==> src/rtl/time_display_scanner.sv <==
// Multiplexed 3-digit 7-segment scanner for the M:SS BCD time word.
// Captures one time snapshot per scan frame and adds colon blink, leading-zero blanking and a dash for invalid BCD.
module time_display_scanner #(
    parameter int SCAN_DIV  = 1000,
    parameter int BLINK_DIV = 50
) (
    input  logic        Clk,
    input  logic        Reset,
    input  logic [11:0] PresentTime,
    input  logic        DisplayEnable,
    input  logic        BlinkEnable,
    input  logic        LeadingZeroBlank,
    output logic [2:0]  DigitSel,
    output logic [6:0]  Segments,
    output logic        Colon
);

    localparam int PRE_W   = $clog2(SCAN_DIV);
    localparam int BLINK_W = (BLINK_DIV > 1) ? $clog2(BLINK_DIV) : 1;

    localparam logic [1:0] DIGIT_SEC  = 2'd0;
    localparam logic [1:0] DIGIT_TENS = 2'd1;
    localparam logic [1:0] DIGIT_MIN  = 2'd2;

    logic [PRE_W-1:0]   prescaler;
    logic [1:0]         digitIdx;
    logic [11:0]        snapshot;
    logic [BLINK_W-1:0] blinkCount;
    logic               blinkPhase;

    logic               scanTick;
    logic               frameWrap;
    logic [3:0]         digitNibble;
    logic [2:0]         selNext;
    logic [6:0]         segNext;
    logic               colonNext;

    assign scanTick  = (prescaler == PRE_W'(SCAN_DIV - 1));
    assign frameWrap = scanTick && (digitIdx == DIGIT_MIN);

    function automatic logic [6:0] decodeBcd(input logic [3:0] nibble);
        case (nibble)
            4'd0:    decodeBcd = 7'h3F;
            4'd1:    decodeBcd = 7'h06;
            4'd2:    decodeBcd = 7'h5B;
            4'd3:    decodeBcd = 7'h4F;
            4'd4:    decodeBcd = 7'h66;
            4'd5:    decodeBcd = 7'h6D;
            4'd6:    decodeBcd = 7'h7D;
            4'd7:    decodeBcd = 7'h07;
            4'd8:    decodeBcd = 7'h7F;
            4'd9:    decodeBcd = 7'h6F;
            default: decodeBcd = 7'h40;  // invalid BCD shows a dash
        endcase
    endfunction

    always_comb begin
        // NOTE: every always_comb output gets a default first so no path can infer a latch.
        digitNibble = 4'h0;
        selNext     = 3'b000;
        segNext     = 7'h00;
        colonNext   = 1'b0;
        case (digitIdx)
            DIGIT_SEC:  begin digitNibble = snapshot[3:0];  selNext = 3'b001; end
            DIGIT_TENS: begin digitNibble = snapshot[7:4];  selNext = 3'b010; end
            DIGIT_MIN:  begin digitNibble = snapshot[11:8]; selNext = 3'b100; end
            default:    ;
        endcase
        if (DisplayEnable) begin
            if (!(digitIdx == DIGIT_MIN && LeadingZeroBlank && digitNibble == 4'h0)) begin
                segNext = decodeBcd(digitNibble);
            end
            colonNext = !BlinkEnable || blinkPhase;
        end else begin
            selNext = 3'b000;
        end
    end

    // Timing chain keeps running while the display is disabled so re-enable resumes mid-frame.
    always_ff @(posedge Clk) begin
        // NOTE: sequential state uses non-blocking assignments so all registers update from pre-edge values.
        if (Reset) begin
            prescaler  <= '0;
            digitIdx   <= DIGIT_SEC;
            snapshot   <= 12'h000;
            blinkCount <= '0;
            blinkPhase <= 1'b1;
            DigitSel   <= 3'b000;
            Segments   <= 7'h00;
            Colon      <= 1'b0;
        end else begin
            prescaler <= scanTick ? '0 : prescaler + 1'b1;
            if (scanTick) begin
                digitIdx <= (digitIdx == DIGIT_MIN) ? DIGIT_SEC : digitIdx + 2'd1;
            end
            if (frameWrap) begin
                snapshot <= PresentTime;
            end
            if (!BlinkEnable) begin
                blinkCount <= '0;
                blinkPhase <= 1'b1;
            end else if (frameWrap) begin
                if (blinkCount == BLINK_W'(BLINK_DIV - 1)) begin
                    blinkCount <= '0;
                    blinkPhase <= !blinkPhase;
                end else begin
                    blinkCount <= blinkCount + 1'b1;
                end
            end
            DigitSel <= selNext;
            Segments <= segNext;
            Colon    <= colonNext;
        end
    end

endmodule

==> config.mk <==
export PLATFORM = sky130hd
export DESIGN_NAME = time_display_scanner
export DESIGN_NICKNAME = d
export VERILOG_FILES = /design/src/rtl/time_display_scanner.sv
export SDC_FILE = /design/constraint.sdc
export NUM_CORES = 1
export LEC_CHECK = 0
export CAP_MARGIN = 10
export CELL_PAD_IN_SITES_DETAIL_PLACEMENT = 0
export CELL_PAD_IN_SITES_GLOBAL_PLACEMENT = 2
export CORE_ASPECT_RATIO = 0.9
export CORE_MARGIN = 10
export CORE_UTILIZATION = 35
export CTS_CLUSTER_SIZE = 30
export DETAILED_ROUTE_END_ITERATION = 8
export DONT_BUFFER_PORTS = 1
export GPL_ROUTABILITY_DRIVEN = 0
export MAX_ROUTING_LAYER = met4
export PLACE_DENSITY = 0.7
export SLEW_MARGIN = 20
export SYNTH_ARGS = -nofsm -noshare
export SYNTH_HDL_FRONTEND = slang
export SYNTH_SLANG_ARGS = --single-unit
==> constraint.sdc <==
create_clock -name Clk -period 6.7 [get_ports Clk]
set_clock_uncertainty 0.05 [all_clocks]
set_input_delay 1.34 -clock Clk [delete_from_list [all_inputs] [get_ports Clk]]
set_output_delay 1.34 -clock Clk [all_outputs]
set_load 0.1 [all_outputs]
==> impl_metrics.ini, run 1 <==
[floorplan]
die_h_um = 89.1
dieWidth_um = 96.8
io_pins = 28
die-area_um2 = 8630
rows = 25
start_util_pct = 35.8
core_um2 = 5190

[routing]
drt_iter0_drc = 36
drt-total-wl_mm = 3.84
num_vias = 1303
wl_per_cell_um = 14.6
drc = 0
drt_pass1_iterations = 4
avgViaCountPerCell = 4.95
drtAntennaViolNets = 0

[run]
maxCapViolCount = 0

[timing]
finalCritPeriodShare_pct = 46.6
grt_setup_unrepaired = false
slew_headroom_pct = 36.2
maxSlewViolCount = 0
finalSetupTns_ns = 0
fin_crit_ns = 3.12
hold_viol = 0
setup_viol = 0
worst_pin_slew_ns = 0.955
hold_ws_ns = 0.402
max_freq_mhz = 321

[clock_network]
cts-resized-gates = 0
cts_hold_buf = 0
cts_tree = done
clockBufferDepth = 2
cts_buffers = 5
cts_max_level = 2
cts.reportedPaths.clkPinSlew_ns = 0.08
cts_num_sinks = 42
clock_latency_ns = 0.29
cts_root_buf = clkbuf_8
post_cts_buffers = 0

[critical_path]
criticalPathCategory = register to register
r2r-start = digitIdx[1]
cp_num_buf_inv = 0
slowest_stage = o311ai_0
reg2reg_to = Segments[0]
start_kind = register
path_cells = mux2i_1 -> a2bb2oi_1 -> ha_1 -> nand3b_1 -> o311ai_0 -> nand2b_1 -> o22ai_1
crit_required_ns = 6.82
crit_family = compound AO/OA/AOI/OAI gates
regToRegSetupSlack_ns = 3.58
cp.arrival_ns = 3.24
cp_max_fo = 10
r2r_cells = 7
critPathCaptureType = register
max_stage_delay_ns = 0.67

[global_routing]
grt_pass1_vias = 1216
grt_usage_pct = 8.96
grt_pass1_wl_mm = 6.17
grt_overflow_total = 0
grt_max_degree = 27
antenna_found_initial = 0

[yosys]
synth_nets = 222
netlist_area_um2 = 1860
yosysWarningCount = 0
netlist_instances = 196
ys_ff_latch = 42
ys_types = 37
avgSynthCellArea_um2 = 9.49
synth-seq-area-share_pct = 45.2

[power_and_ir_drop]
vdd_ir_drop_max_mv = 0.129
powerDensity_nw_per_um2 = 240
p_leak_nw = 0.826

[final_layout]
layout_commonest_cell = dfxtp_1
fin_nets = 221
num-fill-cells = 530
area_growth_pct = 7.27
fin_util_pct = 38.4
n_antenna_cell = 0
drive_gt1_share_pct = 5.61
final_cell_mix = dfxtp_1 (42), nor2_1 (30), mux2i_1 (21)

[placed_design]
dp_hpwl_mm = 2.87
portBuffers = 0

[hold_path]
hold_end = prescaler[0]
hold_path_depth = 1
hold_path_startpoint = prescaler[0]
min_path_type = register to register

[status]
status = finished clean
## cell type report
cell class              instances  area [um^2]  area share (%)
clock buffers                   7         76.3            3.83
flip-flops and latches         42          841            42.2
clock inverters                 1         30.0            1.51
multi-input cells             137          930            46.6
inverters                       9         33.8            1.69
well taps                      67         83.8            4.20
## flip-flops by register name, indices dropped and copies added, names as in the netlist
signal,cells
prescaler,10
digitIdx,2
snapshot,12
blinkPhase,1
DigitSel,3
Segments,7
blinkCount,6
Colon,1
## Yosys cell counts
library cell   n  share of area [%]
a2bb2oi_1      4                1.9
and4_1         1               0.47
o22ai_1        4                1.3
nand4_1        2               0.67
or2_2          1               0.34
mux2_2         1               0.61
o21ai_0        6                1.6
and2_1         1               0.34
mux2i_1       21                 11
nand4b_1       1               0.47
nand2b_2       1               0.47
o2bb2ai_1      1               0.47
nand2b_1       1               0.34
dfxtp_1       42                 45
inv_1          9                1.8
o21ai_1        1               0.27
or4_4          1               0.61
buf_2          2               0.54
nor3b_1        1               0.40
nand3_1        6                1.6
nand2_1        8                1.6
o311ai_0       1               0.47
nand3b_1       1               0.40
a21oi_1        9                2.4
nand4_2        1               0.67
or3_1          5                1.7
xor2_1         4                1.9
nor2_1        30                6.1
ha_1           9                6.1
or2_0          1               0.34
clkbuf_1       3               0.61
buf_6          3                1.8
a21o_1         1               0.40
nor2b_1        2               0.67
xnor2_1        5                2.4
or4_1          1               0.40
nor3_1         5                1.3
## through the flow
| stage | total power (W) | setup WS [ns] | cell area, um^2 | instances |
|---|---|---|---|---|
| after floorplan | 0.000289 | 4.17 | 1860 | 196 |
| after global placement | 0.000290 | 3.84 | 1890 | 255 |
| after detailed placement | 0.000290 | 3.61 | 1890 | 255 |
| after CTS | 0.000485 | 3.58 | 1990 | 263 |
| after global routing | 0.000498 | 3.32 | 1990 | 263 |
| final | 0.000478 | 3.58 | 1990 | 263 |
## cells by family after synthesis
group,after synthesis,synth area share [%]
AOI/OAI and AO/OA,27,8.88
and+or+nand+nor,70,18.9
DFF,42,45.2
buffers and inverters,17,4.78
xor gates and xnor gates,9,4.24
muxes,22,11.9
adders and majority gates,9,6.06
## layer usage
metal  up-vias  GRT usage [%]  share of wire [%]
met5         -              -                  0
li1        670              -                  -
met4         0           2.54               0.81
met1       607           11.1                 50
met2        20           13.7                 46
met3         6           3.01                3.6
## worst max path at each step
| stage | depth (start not counted) | startpoint | endpoint | slack, ns |
|---|---|---|---|---|
| 2_1_floorplan | 5 | Reset | Segments[4] | 4.17 |
| 3_3_place_gp | 7 | digitIdx[1] | Segments[3] | 3.84 |
| 3_5_place_dp | 7 | digitIdx[1] | Segments[0] | 3.61 |
| 4_1_cts | 7 | digitIdx[1] | Segments[0] | 3.58 |
| 5_1_grt | 7 | digitIdx[1] | Segments[3] | 3.32 |
| 6_report | 7 | digitIdx[1] | Segments[0] | 3.58 |
## where the power goes
group          internal (W)   total (W)  switching (W)
combinational    0.00000341  0.00000839     0.00000498
clock              0.000112    0.000195      0.0000830
sequential         0.000254    0.000275      0.0000219
total              0.000369    0.000478       0.000110
Power figures use the tool's default switching activity.
==> run 2, diff against run 1 <==
Clock period 6.7 ns to 3.2 ns, I/O delays scaled along.
==> run 2 against run 1 <==
  * Non-clock buffer count increased by 1
  * Sequential power increased by 110%
  * Via count increased by 1.3%
  * Combinational power increased by 110%
  * First-iteration DRC count decreased by 11%
  * Cell count increased by 0.38%
  * Hold slack got worse by 0.044 ns
  * Routed wire length increased by 1.1%
  * Clock-buffer cell count decreased by 1
  * Largest cell class unchanged
==> impl_metrics.ini, run 2 (same netlist as run 1, synthesis figures left out) <==
[status]
status = finished clean

[routing]
drc = 0
avgViaCountPerCell = 5.00
drt_iter0_drc = 32
drtAntennaViolNets = 0
wl_per_cell_um = 14.7
num_vias = 1320
drt_pass1_iterations = 4
drt-total-wl_mm = 3.88

[critical_path]
criticalPathCategory = register to register
critPathCaptureType = register
start_kind = register
cp.arrival_ns = 2.93
critPathLaunch = digitIdx[1]
cp_max_fo = 10
r2r-start = digitIdx[1]
max_stage_delay_ns = 0.60
r2r_cells = 7
endpoint = Segments[0]
reg2reg_to = Segments[0]
path_cells = mux2i_1 -> a2bb2oi_1 -> ha_1 -> nand3b_1 -> o311ai_1 -> nand2b_1 -> o22ai_1
slowest_stage = dfxtp_1
regToRegSetupSlack_ns = 0.39
crit_required_ns = 3.32

[final_layout]
reg.largest.list = snapshot x12, prescaler x10, Segments x7
fin_util_pct = 38.3
largest_register = snapshot
n_antenna_cell = 0
layout_commonest_cell = dfxtp_1
multi_input_area_um2 = 930
final_cell_mix = dfxtp_1 (42), nor2_1 (30), mux2i_1 (21)
largest_reg_flops = 12
area_growth_pct = 7.07
drive_gt1_share_pct = 7.11
layoutNonFillerInstCount = 264
register_area_um2 = 841
num-fill-cells = 560
fin_nets = 222

[clock_network]
post_cts_buffers = 0
clockBufferDepth = 2
cts_num_sinks = 42
cts_max_level = 2
cts.reportedPaths.clkPinSlew_ns = 0.09
clock_latency_ns = 0.29
cts_root_buf = clkbuf_8
cts_tree = done
cts_buffers = 5

[power_and_ir_drop]
clock_power_share_pct = 37.6
powerDensity_nw_per_um2 = 479
power_switching_share_pct = 25.3
p_seq_share_pct = 60.5
p_int_w = 0.000712
p_comb_share_pct = 1.8
vdd_ir_drop_max_mv = 0.212
power.switching_w = 0.000241
p_leak_nw = 0.825

[timing]
finalSetupTns_ns = 0
grt_setup_unrepaired = false
fin_crit_ns = 2.81
hold_ws_ns = 0.358
hold_viol = 0
finalCritPeriodShare_pct = 87.7
maxSlewViolCount = 0
worst_pin_slew_ns = 0.956
slew_headroom_pct = 36.2
max_freq_mhz = 356
setup_viol = 0

[run]
maxCapViolCount = 0

[global_routing]
grt_overflow_total = 0
grt_usage_pct = 9.69
antenna_found_initial = 0
grt_pass1_wl_mm = 6.68
grt_pass1_vias = 1342
grt_max_degree = 27

[placed_design]
dp.cells = 256
dp_hpwl_mm = 2.90
portBuffers = 0

[floorplan]
die_h_um = 89.1
start_util_pct = 35.8
core_um2 = 5190
dieWidth_um = 96.8
io_pins = 28
rows = 25
die-area_um2 = 8630

[hold_path]
min_path_type = primary input to register
## run 2: worst min-delay path by stage
stage                 start           end  cells after the start
6_report              Reset  prescaler[4]                      1
5_1_grt               Reset   digitIdx[0]                      1
4_1_cts               Reset  prescaler[4]                      1
2_1_floorplan  prescaler[0]  prescaler[0]                      1
3_5_place_dp   prescaler[0]  prescaler[0]                      1
3_3_place_gp   prescaler[0]  prescaler[0]                      1
## run 2: stage by stage
| step | setup WS [ns] | instance area [um^2] | power (W) |
|---|---|---|---|
| 2_1_floorplan | 0.822 | 1860 | 0.000605 |
| 3_3_place_gp | 0.496 | 1900 | 0.000607 |
| 3_5_place_dp | 0.214 | 1900 | 0.000607 |
| 4_1_cts | 0.168 | 1990 | 0.000966 |
| 5_1_grt | 0.131 | 1990 | 0.000993 |
| 6_report | 0.392 | 1990 | 0.000953 |
## run 2: final cells by class
class | instances | share of cell area [%]
multi-input cells | 137 | 46.7
flip-flops and latches | 42 | 42.2
clock buffers | 6 | 4.15
inverters | 9 | 1.70
repair buffers | 1 | 0.377
well taps | 67 | 4.21
clock inverters | 2 | 0.629
## run 2: routing by layer
layer / vias to the layer above / GRT usage, % / part of all wire [%]
li1: 672 / - / -
met1: 620 / 12.1 / 50
met2: 21 / 14.3 / 44
met3: 7 / 3.17 / 4.4
met4: 0 / 3.61 / 1.2
met5: - / - / 0
## run 2: power groups by stage
stage	clock (W)	sequential, W	combinational (W)
6_report	0.000359	0.000577	0.0000175
5_1_grt	0.000393	0.000579	0.0000212
4_1_cts	0.000371	0.000577	0.0000178
3_5_place_dp	0	0.000590	0.0000178
3_3_place_gp	0	0.000590	0.0000171
2_1_floorplan	0	0.000588	0.0000171
## run 2: timing repair
action | in CTS | in global routing
hold buffers | 0 | 0
endpoints found under the setup margin | 0 | 4
gates resized for setup | 0 | 1
## run 2: critical path: cells and delay by family (launching register included)
family          cells  cell delay, ns
fa+ha+maj           1            0.31
simple gates        2            0.36
mux                 1            0.26
compound gates      3            1.10
flops               1            0.60
==> run 3, diff against run 2 <==
Settings changed: SKIP_LAST_GASP set to 1.
Clock period 3.2 ns to 2.7 ns, I/O delays scaled along.
==> run 3 against run 2 <==
  * Final area is 4.8% higher
  * Highest routed layer unchanged
  * Non-clock buffer count is 13 higher
  * Critical path type unchanged
  * Clock power grew 13%
  * Combinational power increased to 4.6 times the previous value
  * Clock-buffer cell count is 1 higher
  * Cell count rose by 4.9%
  * Sequential power grew 9.9%
  * Via count grew 5.5%
  * Critical endpoint is now Segments[4]
  * Flip-flop and latch count unchanged
  * First-iteration DRC count is 88% higher
  * Fmax rose by 16%
==> impl_metrics.ini, run 3 (same netlist as run 1, synthesis figures left out) <==
[floorplan]
core_um2 = 5190
io_pins = 28
die_h_um = 89.1
die-area_um2 = 8630
start_util_pct = 35.8
rows = 25
dieWidth_um = 96.8

[run]
maxCapViolCount = 0

[global_routing]
use_met2_pct = 14.9
grtUsageMet3_pct = 2.86
grt_pass1_wl_mm = 6.67
busiest_layer = met2
gr-usage-met1_pct = 11.6
grt_max_degree = 27
grt_usage_pct = 9.49
grt_overflow_total = 0
antenna_found_initial = 0
grt_pass1_vias = 1367

[clock_network]
cts-resized-gates = 0
cts_hold_buf = 0
cts_num_sinks = 42
post_cts_buffers = 0
cts_buffers = 5
clockBufferDepth = 2
cts.reportedPaths.clkPinSlew_ns = 0.08
cts_tree = done
clock_latency_ns = 0.28
cts_max_level = 2
cts_root_buf = clkbuf_8

[final_layout]
num-fill-cells = 568
area_growth_pct = 12.2
layoutNonFillerInstCount = 277
fin_nets = 235
fin_util_pct = 40.2
largest_reg_flops = 12
reg.largest.list = snapshot x12, prescaler x10, Segments x7
n_antenna_cell = 0
layout_commonest_cell = dfxtp_1
final_cell_mix = dfxtp_1 (41), nor2_1 (30), mux2i_1 (21), buf_4 (14)
largest_register = snapshot
drive_gt1_share_pct = 12.9

[timing]
max_freq_mhz = 414
finalSetupTns_ns = 0
maxSlewViolCount = 0
fin_crit_ns = 2.41
setup_viol = 0
slew_headroom_pct = 62.4
hold_ws_ns = 0.269
finalCritPeriodShare_pct = 89.4
hold_viol = 0
grt_setup_unrepaired = false
worst_pin_slew_ns = 0.564

[placed_design]
portBuffers = 0
dp.cells = 269
dp_hpwl_mm = 2.98

[routing]
drt-total-wl_mm = 3.99
drt_iter0_drc = 60
avgViaCountPerCell = 5.03
num_vias = 1393
wl_per_cell_um = 14.4
drtAntennaViolNets = 0
drc = 0
drt_pass1_iterations = 4

[critical_path]
start_kind = register
critPathLaunch = digitIdx[0]
criticalPathCategory = register to register
path_cells = nor2b_1 -> a2bb2oi_1 -> ha_1 -> nand3b_1 -> nor2_1 -> or4_1 -> o22ai_1
cp_num_buf_inv = 0
slowest_stage = or4_1
cp.arrival_ns = 2.57
r2r-start = digitIdx[0]
crit_family = simple AND/OR/NAND/NOR gates
max_stage_delay_ns = 0.58
crit_required_ns = 2.86
critPathCaptureType = register
cp_max_fo = 11

[power_and_ir_drop]
p_leak_nw = 0.893
vdd_ir_drop_max_mv = 0.284
powerDensity_nw_per_um2 = 538
power_w = 0.00112

[status]
status = finished clean

[hold_path]
hold_path_startpoint = Reset
min_path_type = primary input to register
## run 3: cell count changes in the layout (fill, tap and decap cells not counted)
cell / previous run / this run
buf_4: 1 / 14
clkbuf_1: 0 / 1
clkinvlp_4: 1 / 0
dfxtp_1: 42 / 41
dfxtp_2: 0 / 1
o311ai_0: 0 / 1
o311ai_1: 1 / 0
## run 3: power breakdown
part,switching (W),internal (W),leakage [nW]
clock,0.000201,0.000206,0.0482
sequential,0.00000496,0.000629,0.342
combinational,0.0000634,0.0000176,0.503
total,0.000269,0.000853,0.893
## run 3: cell type report
cell class / instances / area [um^2] / share of cell area [%]
multi-input combinational: 137 / 930 / 44.6
sequential: 42 / 842 / 40.4
timing repair buffer: 14 / 105 / 5.04
clock buffer: 7 / 86.3 / 4.14
tap: 67 / 83.8 / 4.02
inverter: 9 / 33.8 / 1.62
clock inverter: 1 / 5.00 / 0.240
## run 3: stage by stage
stage               setup WS [ns]  instance area, um^2
finish                      0.286                 2090
global route               0.0990                 2090
CTS                         0.161                 2080
detailed placement          0.280                 1990
global placement            0.475                 1990
floorplan                   0.322                 1860
## run 3: routing by layer
metal / up-vias / share of wire, %
met5: - / 0
met4: 0 / 0.80
met2: 29 / 47
met3: 4 / 4.8
li1: 702 / -
met1: 658 / 48
## run 3: worst paths after layout
check                 end  slack [ns]  depth (start not counted)
min reg2reg  prescaler[0]        0.40                          1
max reg2reg   Segments[4]        0.29                          7
min           digitIdx[1]        0.27                          1
max           Segments[4]        0.29                          7
